--- config.mk ---
export PLATFORM = sky130hd
export DESIGN_NAME = ps2_host_tx_flat
export DESIGN_NICKNAME = d
export VERILOG_FILES = /design/src/rtl/ps2_host_tx_if.sv /design/src/rtl/ps2_host_tx.sv /design/src/flat_wrapper.sv
export SDC_FILE = /design/constraint.sdc
export NUM_CORES = 1
export LEC_CHECK = 0
export CAP_MARGIN = 40
export CORE_ASPECT_RATIO = 0.7
export CORE_MARGIN = 1
export CORE_UTILIZATION = 50
export CTS_CLUSTER_DIAMETER = 120
export DETAILED_ROUTE_END_ITERATION = 8
export HOLD_SLACK_MARGIN = 0.06
export PLACE_DENSITY = 0.8
export SYNTH_ARGS = -nofsm -noshare
export SYNTH_HDL_FRONTEND = slang
export SYNTH_SLANG_ARGS = --single-unit
export TNS_END_PERCENT = 1
--- constraint.sdc ---
create_clock -name clk -period 2.75 [get_ports clk]
set_input_delay 0.825 -clock clk [delete_from_list [all_inputs] [get_ports clk]]
set_output_delay 0.825 -clock clk [all_outputs]
set_load 0.01 [all_outputs]
--- src/rtl/ps2_host_tx_if.sv ---
// Command-byte handshake between the PS/2 host transmitter and its user,
// plus transfer status and an FSM state tap.
interface ps2_host_tx_if;
    // Valid/ready: the master holds tx_valid with a stable tx_data. The byte is
    // taken on the rising clk edge where tx_valid && tx_ready. tx_valid while
    // tx_ready is low is dropped, not queued.
    logic [7:0] tx_data;
    logic       tx_valid;
    logic       tx_ready;
    logic       busy;
    logic       tx_done;
    logic       tx_err;
    logic [1:0] err_code;
    logic [2:0] dbg_state;

    modport master (
        output tx_data, tx_valid,
        input  tx_ready, busy, tx_done, tx_err, err_code, dbg_state
    );

    modport slave (
        input  tx_data, tx_valid,
        output tx_ready, busy, tx_done, tx_err, err_code, dbg_state
    );
endinterface

--- src/rtl/ps2_host_tx.sv ---
// PS/2 host-to-device transmitter: inhibit, request-to-send, then shifts one
// command byte out on device-generated clock falls and checks the device ACK.
module ps2_host_tx #(
    parameter int INHIBIT_CYCLES = 5000,
    parameter int TIMEOUT_CYCLES = 750000
) (
    input  logic         clk,
    input  logic         clrn,
    input  logic         ps2_clk_in,
    input  logic         ps2_data_in,
    output logic         ps2_clk_oe,
    output logic         ps2_data_oe,
    ps2_host_tx_if.slave tx
);
    localparam int MAX_CYC = (INHIBIT_CYCLES > TIMEOUT_CYCLES) ? INHIBIT_CYCLES : TIMEOUT_CYCLES;
    localparam int CW      = $clog2(MAX_CYC + 1);
    localparam logic [CW-1:0] INH_LAST = CW'(INHIBIT_CYCLES - 1);
    localparam logic [CW-1:0] TO_LAST  = CW'(TIMEOUT_CYCLES - 1);

    typedef enum logic [2:0] {
        IDLE, INHIBIT, RTS_SETUP, RTS, SEND, ACK_SAMPLE, WAIT_IDLE
    } state_t;

    state_t        state_q;
    logic [2:0]    clk_s_q;
    logic [1:0]    data_s_q;
    logic [9:0]    frame_q;
    logic [3:0]    bit_cnt_q;
    logic [CW-1:0] cnt_q;
    logic          ack_q;
    logic          clk_oe_q;
    logic          data_oe_q;
    logic          done_q;
    logic          err_q;
    logic [1:0]    err_code_q;

    logic fall;
    logic line_clk;
    logic line_data;
    logic timed_out;

    assign fall      = (clk_s_q[2:1] == 2'b10);
    assign line_clk  = clk_s_q[2];
    assign line_data = data_s_q[1];
    assign timed_out = (cnt_q == TO_LAST);

    always_ff @(posedge clk or negedge clrn) begin
        if (!clrn) begin
            state_q    <= IDLE;
            clk_s_q    <= 3'b111;
            data_s_q   <= 2'b11;
            frame_q    <= '0;
            bit_cnt_q  <= '0;
            cnt_q      <= '0;
            ack_q      <= 1'b0;
            clk_oe_q   <= 1'b0;
            data_oe_q  <= 1'b0;
            done_q     <= 1'b0;
            err_q      <= 1'b0;
            err_code_q <= 2'b00;
        end else begin
            clk_s_q  <= {clk_s_q[1:0], ps2_clk_in};
            data_s_q <= {data_s_q[0], ps2_data_in};
            done_q   <= 1'b0;
            err_q    <= 1'b0;

            case (state_q)
                IDLE: begin
                    if (tx.tx_valid) begin
                        frame_q   <= {1'b1, ~^tx.tx_data, tx.tx_data};
                        cnt_q     <= '0;
                        clk_oe_q  <= 1'b1;
                        data_oe_q <= 1'b0;
                        state_q   <= INHIBIT;
                    end
                end

                INHIBIT: begin
                    if (cnt_q == INH_LAST) begin
                        // Start bit goes low while the clock is still held.
                        data_oe_q <= 1'b1;
                        cnt_q     <= '0;
                        state_q   <= RTS_SETUP;
                    end else begin
                        cnt_q <= cnt_q + CW'(1);
                    end
                end

                RTS_SETUP: begin
                    clk_oe_q <= 1'b0;
                    cnt_q    <= '0;
                    state_q  <= RTS;
                end

                RTS: begin
                    if (fall) begin
                        data_oe_q <= ~frame_q[0];
                        bit_cnt_q <= 4'd1;
                        cnt_q     <= '0;
                        state_q   <= SEND;
                    end else if (timed_out) begin
                        clk_oe_q   <= 1'b0;
                        data_oe_q  <= 1'b0;
                        err_q      <= 1'b1;
                        err_code_q <= 2'b01;
                        state_q    <= IDLE;
                    end else begin
                        cnt_q <= cnt_q + CW'(1);
                    end
                end

                SEND: begin
                    if (fall) begin
                        cnt_q <= '0;
                        if (bit_cnt_q == 4'd10) begin
                            ack_q   <= line_data;
                            state_q <= ACK_SAMPLE;
                        end else begin
                            data_oe_q <= ~frame_q[bit_cnt_q];
                            bit_cnt_q <= bit_cnt_q + 4'd1;
                        end
                    end else if (timed_out) begin
                        clk_oe_q   <= 1'b0;
                        data_oe_q  <= 1'b0;
                        err_q      <= 1'b1;
                        err_code_q <= 2'b01;
                        state_q    <= IDLE;
                    end else begin
                        cnt_q <= cnt_q + CW'(1);
                    end
                end

                ACK_SAMPLE: begin
                    cnt_q <= '0;
                    if (!ack_q) begin
                        state_q <= WAIT_IDLE;
                    end else begin
                        clk_oe_q   <= 1'b0;
                        data_oe_q  <= 1'b0;
                        err_q      <= 1'b1;
                        err_code_q <= 2'b10;
                        state_q    <= IDLE;
                    end
                end

                WAIT_IDLE: begin
                    if (line_clk && line_data) begin
                        done_q  <= 1'b1;
                        state_q <= IDLE;
                    end else if (fall) begin
                        cnt_q <= '0;
                    end else if (timed_out) begin
                        clk_oe_q   <= 1'b0;
                        data_oe_q  <= 1'b0;
                        err_q      <= 1'b1;
                        err_code_q <= 2'b01;
                        state_q    <= IDLE;
                    end else begin
                        cnt_q <= cnt_q + CW'(1);
                    end
                end

                default: begin
                    clk_oe_q  <= 1'b0;
                    data_oe_q <= 1'b0;
                    state_q   <= IDLE;
                end
            endcase
        end
    end

    assign ps2_clk_oe   = clk_oe_q;
    assign ps2_data_oe  = data_oe_q;
    assign tx.tx_ready  = (state_q == IDLE);
    assign tx.busy      = (state_q != IDLE);
    assign tx.tx_done   = done_q;
    assign tx.tx_err    = err_q;
    assign tx.err_code  = err_code_q;
    assign tx.dbg_state = state_q;
endmodule

--- src/flat_wrapper.sv ---
// flat-port wrapper written by rule: the top's interface ports become plain ports
module ps2_host_tx_flat 
#(
    parameter int INHIBIT_CYCLES = 5000,
    parameter int TIMEOUT_CYCLES = 750000
)
  (clk, clrn, ps2_clk_in, ps2_data_in, ps2_clk_oe, ps2_data_oe, tx_tx_data, tx_tx_valid, tx_tx_ready, tx_busy, tx_tx_done, tx_tx_err, tx_err_code, tx_dbg_state);
  ps2_host_tx_if tx_i ();
  input  logic clk;
  input  logic clrn;
  input  logic ps2_clk_in;
  input  logic ps2_data_in;
  output logic ps2_clk_oe;
  output logic ps2_data_oe;
  input wire logic [$bits(tx_i.tx_data)-1:0] tx_tx_data;
  input wire logic [$bits(tx_i.tx_valid)-1:0] tx_tx_valid;
  output wire logic [$bits(tx_i.tx_ready)-1:0] tx_tx_ready;
  output wire logic [$bits(tx_i.busy)-1:0] tx_busy;
  output wire logic [$bits(tx_i.tx_done)-1:0] tx_tx_done;
  output wire logic [$bits(tx_i.tx_err)-1:0] tx_tx_err;
  output wire logic [$bits(tx_i.err_code)-1:0] tx_err_code;
  output wire logic [$bits(tx_i.dbg_state)-1:0] tx_dbg_state;
  assign tx_i.tx_data = tx_tx_data;
  assign tx_i.tx_valid = tx_tx_valid;
  assign tx_tx_ready = tx_i.tx_ready;
  assign tx_busy = tx_i.busy;
  assign tx_tx_done = tx_i.tx_done;
  assign tx_tx_err = tx_i.tx_err;
  assign tx_err_code = tx_i.err_code;
  assign tx_dbg_state = tx_i.dbg_state;
  ps2_host_tx #(.INHIBIT_CYCLES(INHIBIT_CYCLES), .TIMEOUT_CYCLES(TIMEOUT_CYCLES)) u_core (.clk(clk), .clrn(clrn), .ps2_clk_in(ps2_clk_in), .ps2_data_in(ps2_data_in), .ps2_clk_oe(ps2_clk_oe), .ps2_data_oe(ps2_data_oe), .tx(tx_i));
endmodule
==> run metrics <==
peak supply drop 425 uV; delay-heaviest family, CP buffers and inverters; Min-Delay Path Depth 0; Sw Pwr 0.926 mW; worst min path class flop to flop; clk_lat worst skew 0.31 ns; share of the synthesized area in the top cell type 40.4%; gpl congestion 0.949; CP Data Arrival Time 1.82 ns; share of cells above drive strength 1 16.8%; Wirelength per Cell 15.9 um; xor and xnor area share after synthesis 6.43%; CP cell instances or3_1 -> inv_2 -> clkdlybuf4s50_1; Detailed Route WL 5950 um; Worst Skew 0.00894 ns; Core ar. 0.00523 sq mm; Req. time, crit path 1.93 ns; RSZ-0062 raised after global routing no; Critical Path Fanout Max 4; Pins Over Slew Limit 0; DP HPWL 4340 um; max-cap violations 0; top post-synthesis cells by area dfrtp_1, mux2_2, dfstp_2; Syn Area/Cell 10.1 sq um; slew of the pin with the lowest slew margin 0.700 ns; sequential group share of total power 36.9%; CTS Hold Buffers Added 0; Yosys warning total 0; Worst Setup End Kind primary output; status complete, no violations; largest area contributor in the netlist dfrtp_1; top_reg_cell synth dfrtp_1; first-pass GRT wire length 10,400 um; Initial Util 52.1%; drt first pass iters 5; number of synthesized flops with an enable pin 0; vias per cell 5.99; Crit-path slowest cell clkdlybuf4s50_1; fin worst setup slack 0.106 ns; Reg-to-Reg End u_core.cnt_q[4]; Port Buffer Count 23; worst slack, placed 0.198 ns; DR DRC count 0; Post-Syn Area 0.00272 sq mm; via count 2,246; Synth Area in Adders 1.84%; WHS 0.359 ns; list of most frequent post-synthesis cells dfrtp_1, nand2_1, nor2_1; Seq cells post-synth 49; largest family of logic cells by synthesized area simple AND/OR/NAND/NOR gates; post-synthesis mux area share 6.98%; Critical Path Start Type flop; post-synthesis simple-gate area fraction 21.8%; initial DRC count 301; Post-synth ARST share 100%; Die Area 0.00575 sq mm; synthesis-to-layout area growth 17.6%; CTS tree built; Comb pwr share 42.3%; Worst Setup Path Type flop to primary output; Leak 1.27 nW; Synth Net Count 287; most frequent cell after synthesis dfrtp_1; setup TNS 0 ns; initial antenna violation count 0; clock slew at reported path FFs 0.09 ns; Tcrit/Tclk final 96.1%; final hold violations 0; Die X 90.2 um; gr ovfl total 0; register area share after synthesis 45.2%; Synth Area in Compound Gates 15.2%; site row count 22; synthesized instance count 270; clk sinks 49; clock buffer count from CTS 5; GRT Total Usage 23.0%; Sw Ratio 35.6%; clk root buf clkbuf_8; highest clock rate 0.378 GHz; reg2reg path depth 5; post-route ant nets 0; Buf+Inv Stages, Crit Path 2; die outline height 63.8 um; largest net degree at the start of global routing 23; Final Util 61.2%; Ant. Diodes 0; minimum clock period 2.64 ns; Clock Path Buffers 2; R2R Setup Slk 0.22 ns; H-tree depth 2; nets 319; setup violators final 0; power per cell area 812 mW/mm^2; sink of the worst hold path u_core.clk_s_q[1]; Worst path max stage delay 0.54 ns; vias in the first global route 2,104; Distinct cells, synth 57; Reg2Reg Launch Point u_core.cnt_q[10]; # IOs 24; clock share of power 20.8%; hold_sp u_core.clk_s_q[0]; Internal Power 1.67 mW; slew margin rel. 53.2%
==> worst reg2reg max path: stages (launching register included) <==
cell and delay, ns:
dfrtp_1 0.45, or4b_1 0.58, or4_4 0.60, o31ai_4 0.38, o21bai_2 0.25, o211ai_1 0.15
==> power groups by stage <==
| stage | logic [mW] | registers, mW | clock network (mW) |
|---|---|---|---|
| finish | 1.10 | 0.959 | 0.542 |
| global route | 1.19 | 0.979 | 0.589 |
| CTS | 1.08 | 0.957 | 0.552 |
| detailed placement | 1.08 | 0.971 | 0 |
| global placement | 1.06 | 0.964 | 0 |
| floorplan | 0.703 | 0.961 | 0 |
==> layout make-up <==
class | instances | area (sq um)
Fill cell | 433 | 2030
Multi-Input combinational cell | 203 | 1420
Sequential cell | 49 | 1230
Timing Repair Buffer | 33 | 300
Tap cell | 72 | 90.1
Clock buffer | 6 | 82.6
Clock inverter | 2 | 37.5
Inverter | 10 | 37.5
==> flip-flops by register name, indices dropped and copies added, names as in the netlist <==
signal	cells
u_core.cnt_q	20
u_core.frame_q	10
u_core.bit_cnt_q	4
u_core.clk_s_q	3
u_core.tx.dbg_state	3
u_core.data_s_q	2
u_core.tx.err_code	2
u_core.ack_q	1
u_core.ps2_clk_oe	1
u_core.ps2_data_oe	1
u_core.tx.tx_done	1
u_core.tx.tx_err	1
==> what timing repair did <==
action | in CTS | in global routing
resized for setup | 0 | 1
buffers inserted | 0 | 0
setup endpoints to repair | 0 | 1
==> per-stage QoR <==
step / instance area [sq um] / total power [mW] / std cells
floorplan: 2720 / 1.66 / 270
global placement: 3080 / 2.03 / 367
detailed placement: 3080 / 2.05 / 367
CTS: 3200 / 2.59 / 375
global route: 3200 / 2.76 / 375
finish: 3200 / 2.60 / 375
==> kinds of logic after synthesis <==
kind of cell | Yosys count
and+or+nand+nor | 108
buffers and inverters | 18
AOI/OAI and AO/OA | 56
DFF | 49
muxes | 15
adders and majority gates | 4
xor gates and xnor gates | 20
==> metal layers <==
layer / GRT usage (%) / part of all wire (%) / up-vias
met5: 0 / 0 / -
met4: 7.26 / 1.2 / 0
met3: 4.29 / 7.7 / 9
met2: 31.8 / 40 / 111
met1: 36.2 / 51 / 1060
li1: - / - / 1066
==> how the worst max path moves through the flow <==
stage                                start                endpoint  slack, ns  cells past startpoint
floorplan                 u_core.cnt_q[10]  u_core.tx.dbg_state[0]       0.39                      5
global placement               tx_tx_valid         u_core.cnt_q[2]       0.27                      6
detailed placement             tx_tx_valid         u_core.cnt_q[2]       0.20                      6
CTS                 u_core.tx.dbg_state[1]             tx_tx_ready       0.07                      3
global route        u_core.tx.dbg_state[1]             tx_tx_ready       0.04                      3
finish              u_core.tx.dbg_state[1]             tx_tx_ready       0.11                      3
==> cell usage in the layout (no fill, tap or decap), types with 3 or more instances in the layout <==
cell	count
xnor2_1	13
ha_1	4
nand3_1	9
nand2b_1	5
o211ai_1	8
or4b_1	3
a21o_1	3
inv_1	9
nor3_1	7
or2_2	4
dfstp_2	5
nor4_1	5
clkbuf_8	6
buf_4	10
mux2_2	12
a31oi_1	3
a21oi_1	6
o22ai_1	3
clkdlybuf4s50_1	22
nand4_1	9
xor2_1	7
and3_1	3
dfrtp_1	44
o21ai_0	11
nand2_1	22
nor2_1	22
o2bb2ai_1	3
No activity file was read; power rests on OpenSTA's default activity.
